===== config.mk =====
export PLATFORM = sky130hd
export DESIGN_NAME = cache_repl_sched
export DESIGN_NICKNAME = d
export VERILOG_FILES = /design/src/rtl/cache_repl_pkg.sv /design/src/rtl/cache_repl_sched_rr_arb.sv /design/src/rtl/cache_repl_sched.sv
export SDC_FILE = /design/constraint.sdc
export NUM_CORES = 1
export LEC_CHECK = 0
export ABC_AREA = 1
export CORE_MARGIN = 1.5
export CORE_UTILIZATION = 40
export DETAILED_ROUTE_END_ITERATION = 10
export PLACE_DENSITY = 0.85
export SETUP_SLACK_MARGIN = 0.1
export SLEW_MARGIN = 20
export SYNTH_ARGS = -nofsm -noshare
export SYNTH_HDL_FRONTEND = slang
export SYNTH_HIERARCHICAL = 1
export SYNTH_SLANG_ARGS = --single-unit

===== constraint.sdc =====
create_clock -name clk -period 3.8 [get_ports clk]
set_input_delay 0.76 -clock clk [delete_from_list [all_inputs] [get_ports clk]]
set_output_delay 0.76 -clock clk [all_outputs]
set_load 0.01 [all_outputs]

===== src/rtl/cache_repl_pkg.sv =====
// Shared types and constants for the replacement-state scheduler.
package cache_repl_pkg;

    // SWEEP initialises every set; IDLE arbitrates touch requests.
    typedef enum logic {SWEEP = 1'b0, IDLE = 1'b1} repl_state_t;

    // Width of the optional grant/conflict counters.
    localparam int REPL_CNT_W = 32;

    // Way-index width for a given associativity.
    function automatic int lognumways(input int numways);
        return $clog2(numways);
    endfunction

endpackage


===== src/rtl/cache_repl_sched_rr_arb.sv =====
// Two-input round-robin arbiter.
// req[0] is the hit-touch requester and req[1] is the fill-touch requester.
// ptr=0 favours req[1] on contention; ptr=1 favours req[0].
// The pointer flips only when both requests are present and en is high,
// so the loser of a contended grant is favoured next time.
module repl_rr_arb (
    input  logic       clk,
    input  logic       reset,
    input  logic [1:0] req,
    input  logic       en,
    output logic [1:0] gnt,
    output logic       ptr
);

    // Zero-latency grant: a lone requester wins, contention resolved by ptr.
    always_comb begin
        gnt = 2'b00;
        if (en) begin
            if (req == 2'b11) begin
                gnt = ptr ? 2'b01 : 2'b10;
            end else begin
                gnt = req;
            end
        end
    end

    // Pointer flips to favour the loser after each contended grant.
    always_ff @(posedge clk or negedge reset) begin
        if (!reset) begin
            ptr <= 1'b0;
        end else if (en && (req == 2'b11)) begin
            ptr <= ~ptr;
        end
    end

endmodule


===== src/rtl/cache_repl_sched.sv =====
// Replacement-state array scheduler: init sweep after reset/invalidate,
// then single-port write arbitration between hit-touch and fill-touch.
// Optional perf counters are built when REPL_SCHED_PERF_EN is defined.
// Handshake: a requester raises Req with Set/Way and holds them stable
// until the same-cycle Gnt; a Gnt means the write happens this cycle.
module cache_repl_sched
    import cache_repl_pkg::*;
#(
    parameter int NUMWAYS  = 4,
    parameter int SETLEN   = 9,
    parameter int NUMLINES = 128
) (
    input  logic               clk,
    input  logic               reset,
    input  logic               InvalidateCache,
    input  logic               FlushStage,
    input  logic               HitReq,
    input  logic [SETLEN-1:0]  HitSet,
    input  logic [NUMWAYS-1:0] HitWay,
    input  logic               FillReq,
    input  logic [SETLEN-1:0]  FillSet,
    input  logic [NUMWAYS-1:0] FillWay,
    output logic               HitGnt,
    output logic               FillGnt,
    output logic               LRUWriteEn,
    output logic [SETLEN-1:0]  LRUSet,
    output logic [NUMWAYS-1:0] LRUWay,
    output logic               LRUInit,
    output logic               LFSRAdv,
    output logic               Busy,
    output logic               SweepDone,
    output logic               dbg_state,
    output logic               dbg_rr_ptr
`ifdef REPL_SCHED_PERF_EN
    ,
    output logic [REPL_CNT_W-1:0] HitGntCnt,
    output logic [REPL_CNT_W-1:0] FillGntCnt,
    output logic [REPL_CNT_W-1:0] ConflictCnt
`endif
);

    localparam logic [SETLEN-1:0] LAST_SET = SETLEN'(NUMLINES - 1);

    repl_state_t       state, state_nxt;
    logic [SETLEN-1:0] set_ctr, set_ctr_nxt;
    logic              sweep_done_nxt;
    logic              arb_en;
    logic [1:0]        arb_gnt;
    logic              sweep_start;

    repl_rr_arb u_arb (
        .clk   (clk),
        .reset (reset),
        .req   ({FillReq, HitReq}),
        .en    (arb_en),
        .gnt   (arb_gnt),
        .ptr   (dbg_rr_ptr)
    );

    // State, sweep counter and registered completion pulse.
    always_ff @(posedge clk or negedge reset) begin
        if (!reset) begin
            state     <= SWEEP;
            set_ctr   <= '0;
            SweepDone <= 1'b0;
        end else begin
            state     <= state_nxt;
            set_ctr   <= set_ctr_nxt;
            SweepDone <= sweep_done_nxt;
        end
    end

    // Next-state logic and output muxing for the sweep and arbitration phases.
    always_comb begin
        state_nxt      = state;
        set_ctr_nxt    = set_ctr;
        sweep_done_nxt = 1'b0;
        sweep_start    = 1'b0;
        arb_en         = 1'b0;
        LRUWriteEn     = 1'b0;
        LRUInit        = 1'b0;
        LRUSet         = '0;
        LRUWay         = '0;
        Busy           = 1'b0;
        case (state)
            SWEEP: begin
                LRUWriteEn = 1'b1;
                LRUInit    = 1'b1;
                LRUSet     = set_ctr;
                Busy       = 1'b1;
                if (InvalidateCache) begin
                    // Restart the sweep; the aborted one never reports done.
                    set_ctr_nxt = '0;
                    sweep_start = 1'b1;
                end else if (set_ctr == LAST_SET) begin
                    state_nxt      = IDLE;
                    set_ctr_nxt    = '0;
                    sweep_done_nxt = 1'b1;
                end else begin
                    set_ctr_nxt = set_ctr + SETLEN'(1);
                end
            end
            IDLE: begin
                if (InvalidateCache) begin
                    state_nxt   = SWEEP;
                    set_ctr_nxt = '0;
                    sweep_start = 1'b1;
                end else begin
                    arb_en = ~FlushStage;
                end
                if (arb_gnt[0]) begin
                    LRUWriteEn = 1'b1;
                    LRUSet     = HitSet;
                    LRUWay     = HitWay;
                end else if (arb_gnt[1]) begin
                    LRUWriteEn = 1'b1;
                    LRUSet     = FillSet;
                    LRUWay     = FillWay;
                end
            end
            default: begin
                state_nxt = SWEEP;
            end
        endcase
    end

    assign HitGnt    = arb_gnt[0];
    assign FillGnt   = arb_gnt[1];
    assign LFSRAdv   = arb_gnt[1];
    assign dbg_state = state;

`ifdef REPL_SCHED_PERF_EN
    // Saturating grant/conflict counters, cleared whenever a sweep starts.
    always_ff @(posedge clk or negedge reset) begin
        if (!reset) begin
            HitGntCnt   <= '0;
            FillGntCnt  <= '0;
            ConflictCnt <= '0;
        end else if (sweep_start) begin
            HitGntCnt   <= '0;
            FillGntCnt  <= '0;
            ConflictCnt <= '0;
        end else begin
            if (arb_gnt[0] && !(&HitGntCnt))  HitGntCnt  <= HitGntCnt + REPL_CNT_W'(1);
            if (arb_gnt[1] && !(&FillGntCnt)) FillGntCnt <= FillGntCnt + REPL_CNT_W'(1);
            if ((state == IDLE) && HitReq && FillReq && !FlushStage && !(&ConflictCnt))
                ConflictCnt <= ConflictCnt + REPL_CNT_W'(1);
        end
    end
`endif

`ifndef SYNTHESIS
    a_hit_hold:    assert property (@(posedge clk) disable iff (!reset) HitReq && !HitGnt |=> HitReq);
    a_fill_hold:   assert property (@(posedge clk) disable iff (!reset) FillReq && !FillGnt |=> FillReq);
    a_hit_onehot:  assert property (@(posedge clk) disable iff (!reset) HitReq |-> $onehot(HitWay));
    a_fill_onehot: assert property (@(posedge clk) disable iff (!reset) FillReq |-> $onehot(FillWay));
`endif

endmodule


==> impl_metrics.ini, run 1 <==
[sta]
hold_slack_ns = 0.552
final.min_clock_period_ns = 3.41
fin_ws_ns = 0.392
skew_ns = 0.00541
final_max_slew_viol_count = 0
max_clock_freq_mhz = 293
hold_violations = 0
setup_violations = 0
max_slew.worst_pin.slew_ns = 0.540
rsz0062_at_grt = false
fin_crit_sh = 0.897
maxSlewHeadroom = 0.639
tns_ns = 0

[clock_tree]
numCtsBuffers = 3
cts_tree = built
cts_sinks = 12
htree_levels = 1
clk_path_buf_depth = 2
post_cts_buffers = 0
cts_root_buf = clkbuf_4
cts.clk_slew.worst_paths_ns = 0.08
clock_latency_ns = 0.28

[logic_synthesis]
synth_top_area_cell = dfrtp_1
ys_types = 21
synth_area_leaders = dfrtp_1, nand2_1, a21oi_1
synthesis.area_um2 = 913
ys_ff_latch = 12
yosys_warnings = 6
synth_top_cell_area_share = 0.329
yosysSeqAreaShare = 0.329
syn_avg_cell_area_um2 = 6.48
syn-instance-count = 141
synthesis.nets = 174

[run_status]
status = finished, final reports clean

[critical_path]
setup.worst_path.start_class = input pin
crit_type = in2out
cp-end-kind = output pin
worstPathRequired_ns = 3.04
path_max_fanout = 16
arrival_ns = 2.65
r2r_cells = 7

[place]
gp_congestion = 0.897
io_buffer_count = 53
dp.cells = 221
pre_cts_slack_ns = 0.0552
post_dp_cell_area_um2 = 1480
post-dp-hpwl_um = 2340

[global_routing]
grt_overflow = 0
track_usage = 0.252
grt_pass1_wl_um = 4890
grt_max_degree = 23
antenna_found_initial = 0
grt_pass1_vias = 1085

[floorplanning]
die_w_um = 50.8
core_area_um2 = 2190
die_h_um = 50.8
dieArea_um2 = 2580
initial_core_util = 0.417
io_pins = 54
rows = 17

[routing]
avgRoutedWirePerCell_um = 13.5
detail_route.iter0.violations = 36
viasPerCell = 5.15
vias = 1159
drc = 0
routed_wl_um = 3030
detail_route.first_pass.iterations = 5
drtAntennaViolNets = 0

[final_layout]
fillCellCount = 172
layout-area-overhead-vs-synth_pct = 71.9
drive_gt1_frac = 0.0914
nNetsFinal = 231
final_util = 0.717
final_area_um2 = 1570
fin_cells = 225
num_antenna_cells = 0

[power_and_ir_drop]
ir_drop_v = 0.000244
leakagePower_nw = 0.883
power.total_uw = 372
power_density_nw_per_um2 = 237

[flow_run]
drv_cap = 0

[worst_hold_path]
hold_path.class = reg2reg
hold-path-cell-count = 2
-- worst paths after layout --
path	startpoint	to	slack (ns)
max	InvalidateCache	LRUWriteEn	0.39
min	set_ctr[8]	set_ctr[8]	0.55
max reg2reg	set_ctr[1]	set_ctr[6]	2.45
min reg2reg	set_ctr[8]	set_ctr[8]	0.55
max in group asynchronous	reset	dbg_state	2.61
min in group asynchronous	reset	SweepDone	0.83
-- cell usage in the layout, fill, tap and decap left out, drive strengths merged --
cell type      count
nand3              7
a22oi              7
ha                 1
nor2              13
nand2             47
nand4              2
o211ai             1
o31ai              1
a21oi             19
clkbuf             4
inv               17
buf                5
dlymetal6s2s      13
clkdlybuf4s50     40
o21ai              7
xor2               1
dfrtp             12
-- sequential cells by signal (all words and copies together), names as in the netlist --
| register | count |
|---|---|
| dbg_state | 1 |
| u_arb/ptr | 1 |
| set_ctr | 9 |
| SweepDone | 1 |
-- kinds of logic after synthesis --
kind of cell,Yosys count,synth area share
compound gates,35,0.216
buf+inv,23,0.105
xor+xnor,1,0.00959
flops,12,0.329
fa+ha+maj,1,0.0137
simple gates,69,0.326
-- Yosys cell counts --
library cell / n
nor2_4: 2
ha_1: 1
nand2_2: 2
xor2_1: 1
o31ai_1: 1
o211ai_1: 1
buf_2: 2
nand3_1: 6
a21oi_1: 19
nand4_1: 2
nor2_1: 11
inv_1: 16
clkbuf_1: 1
buf_4: 2
a22oi_1: 7
o21ai_0: 7
inv_2: 1
nand3_2: 1
buf_1: 1
nand2_1: 45
dfrtp_1: 12
-- per-layer routing --
| metal | GRT usage | vias up | share of wire |
|---|---|---|---|
| met1 | 0.299 | 532 | 0.40 |
| met2 | 0.428 | 53 | 0.48 |
| li1 | - | 568 | - |
| met5 | 0 | - | 0 |
| met3 | 0.0595 | 6 | 0.11 |
| met4 | 0.113 | 0 | 0.015 |
-- what timing repair did --
action | 4_1_cts | 5_1_grt
pin swaps | 0 | 0
setup endpoints to repair | 13 | 13
hold buffers | 0 | 0
resized for setup | 1 | 17
-- area by class of cell --
cell class                 count  area [um^2]  share of cell area
clock buffer                   4         36.3              0.0231
tap                           28         35.0              0.0223
multi-input combinational    106          527               0.335
timing repair buffer          58          608               0.387
sequential                    12          300               0.191
inverter                      17         63.8              0.0406
-- where the power goes --
part | leakage (nW) | switching [mW] | internal (mW)
combinational | 0.698 | 0.0483 | 0.0651
sequential | 0.164 | 0.0155 | 0.141
clock | 0.0210 | 0.0436 | 0.0583
total | 0.883 | 0.107 | 0.264
-- worst max-delay path: stages --
cell	delay, ns
clkdlybuf4s50_1	0.47
nor2_4	0.13
inv_1	0.08
nor2_2	0.15
nand2_1	0.09
a21oi_2	0.14
buf_6	0.18
nor2_1	0.07
nand2_1	0.05
clkdlybuf4s50_1	0.52
Note: power is estimated with default switching activity, not from simulation.
==> inputs of run 2 (changes only) <==
--- a/config.mk
+++ b/config.mk
@@ -10,6 +10,7 @@
 export CORE_UTILIZATION = 40
 export DETAILED_ROUTE_END_ITERATION = 10
 export PLACE_DENSITY = 0.85
+export REMOVE_ABC_BUFFERS = 1
 export SETUP_SLACK_MARGIN = 0.1
 export SLEW_MARGIN = 20
 export SYNTH_ARGS = -nofsm -noshare
==> impl_metrics.ini, run 2 (synthesis results as in run 1) <==
[power_and_ir_drop]
power_frac_seq = 0.423
power.total_uw = 367
ir_drop_v = 0.000244
pwr-share-comb = 0.305
clockPowerShare = 0.272
power_switching_share = 0.279
power_density_nw_per_um2 = 236
leakagePower_nw = 0.837
power_switching_uw = 103
p_int_uw = 265

[sta]
final.min_clock_period_ns = 3.58
maxSlewHeadroom = 0.647
skew_ns = 0.00596
rsz0062_at_grt = false
final_max_slew_viol_count = 0
fin_crit_sh = 0.943
hold_violations = 0
max_clock_freq_mhz = 279
max_slew.worst_pin.slew_ns = 0.527
fin_ws_ns = 0.218
tns_ns = 0
setup_violations = 0

[critical_path]
r2r_cells = 8
startpoint = InvalidateCache
worstPathRequired_ns = 3.04
r2r_start = set_ctr[1]
crit_type = in2out
arrival_ns = 2.82
cp-end-kind = output pin
path_max_fanout = 16
r2r_slack_ns = 2.48
setup.worst_path.start_class = input pin
rr_endpoint = set_ctr[7]

[clock_tree]
clk_path_buf_depth = 2
cts_hold_buf = 0
cts_sinks = 12
numCtsBuffers = 3
htree_levels = 1
cts.clk_slew.worst_paths_ns = 0.07
cts_root_buf = clkbuf_4
clock_latency_ns = 0.27
cts_tree = built

[routing]
viasPerCell = 5.05
drtAntennaViolNets = 0
routed_wl_um = 2960
avgRoutedWirePerCell_um = 13.2
vias = 1137
drc = 0
detail_route.iter0.violations = 23
detail_route.first_pass.iterations = 4

[floorplanning]
dieArea_um2 = 2580
core_area_um2 = 2190
die_h_um = 50.8
rows = 17
io_pins = 54
die_w_um = 50.8
initial_core_util = 0.417

[final_layout]
drive_gt1_frac = 0.0914
fin_cells = 225
num_antenna_cells = 0
top_register = set_ctr
final_util = 0.712
nNetsFinal = 231
final_common_cell = nand2_1
layout_common_cells = nand2_1, clkdlybuf4s50_1, a21oi_1
layout-area-overhead-vs-synth_pct = 70.7
largest_reg_flops = 9

[place]
io_buffer_count = 53
post-dp-hpwl_um = 2350
dp.cells = 221
gp_congestion = 0.908
pre_cts_slack_ns = 0.0403

[global_routing]
grt_pass1_wl_um = 4620
grt_pass1_vias = 999
grt_max_degree = 23
grt_overflow = 0
antenna_found_initial = 0
track_usage = 0.238

[worst_hold_path]
worstHoldStart = set_ctr[8]
hold-path-cell-count = 2
hold_path.class = reg2reg
worst_hold_path.endpoint = set_ctr[8]

[run_status]
status = finished, final reports clean

[flow_run]
drv_cap = 0
-- run 2: critical path: stages --
cell	delay, ns
clkdlybuf4s50_1	0.53
nor2_4	0.06
inv_2	0.09
nor2_4	0.05
nand2_1	0.06
a21oi_1	0.04
buf_4	0.19
nor2_1	0.14
buf_6	0.16
nand2_1	0.06
a21oi_1	0.13
clkdlybuf4s50_1	0.55
-- run 2: area by class of cell --
class	count	area [um^2]
inverter	17	63.8
sequential	12	300
clock buffer	4	36.3
timing repair buffer	58	596
tap	28	35.0
fill	185	632
multi-input combinational	106	528
-- run 2: worst max-delay path by stage --
stage	endpoint	slack, ns	cells after the start
3_3_place_gp	LRUSet[6]	0.11	12
6_report	LRUWay[0]	0.22	12
5_1_grt	LRUWay[0]	0.10	12
4_1_cts	LRUSet[2]	0.10	12
3_5_place_dp	LRUSet[4]	0.04	12
2_1_floorplan	LRUSet[0]	0.40	9
-- run 2: power by group through the flow --
stage	Clock, mW	Combinational, mW	Sequential, mW
after floorplan	0	0.0446	0.154
after global placement	0	0.113	0.157
after detailed placement	0	0.115	0.157
after CTS	0.104	0.115	0.155
after global routing	0.107	0.127	0.156
final	0.100	0.112	0.155
-- run 2: through the flow --
step | cell area [um^2] | hold slack, ns
2_1_floorplan | 881 | 0.464
3_3_place_gp | 1480 | 0.517
4_1_cts | 1520 | 0.543
6_report | 1560 | 0.539
3_5_place_dp | 1480 | 0.525
5_1_grt | 1560 | 0.593
-- run 2: what timing repair did --
item / 4_1_cts / 5_1_grt
gates cloned: 0 / 0
setup endpoints to repair: 13 / 12
buffers inserted: 0 / 0
pin swaps: 0 / 0
gates resized for setup: 2 / 14
endpoints found under the hold margin: 0 / 0
-- run 2: per-layer routing --
layer / global-route usage / vias to the layer above / share of wire
met5: 0 / - / 0
met4: 0.108 / 0 / 0.014
met3: 0.0446 / 4 / 0.11
met2: 0.395 / 53 / 0.45
met1: 0.299 / 510 / 0.42
li1: - / 570 / -
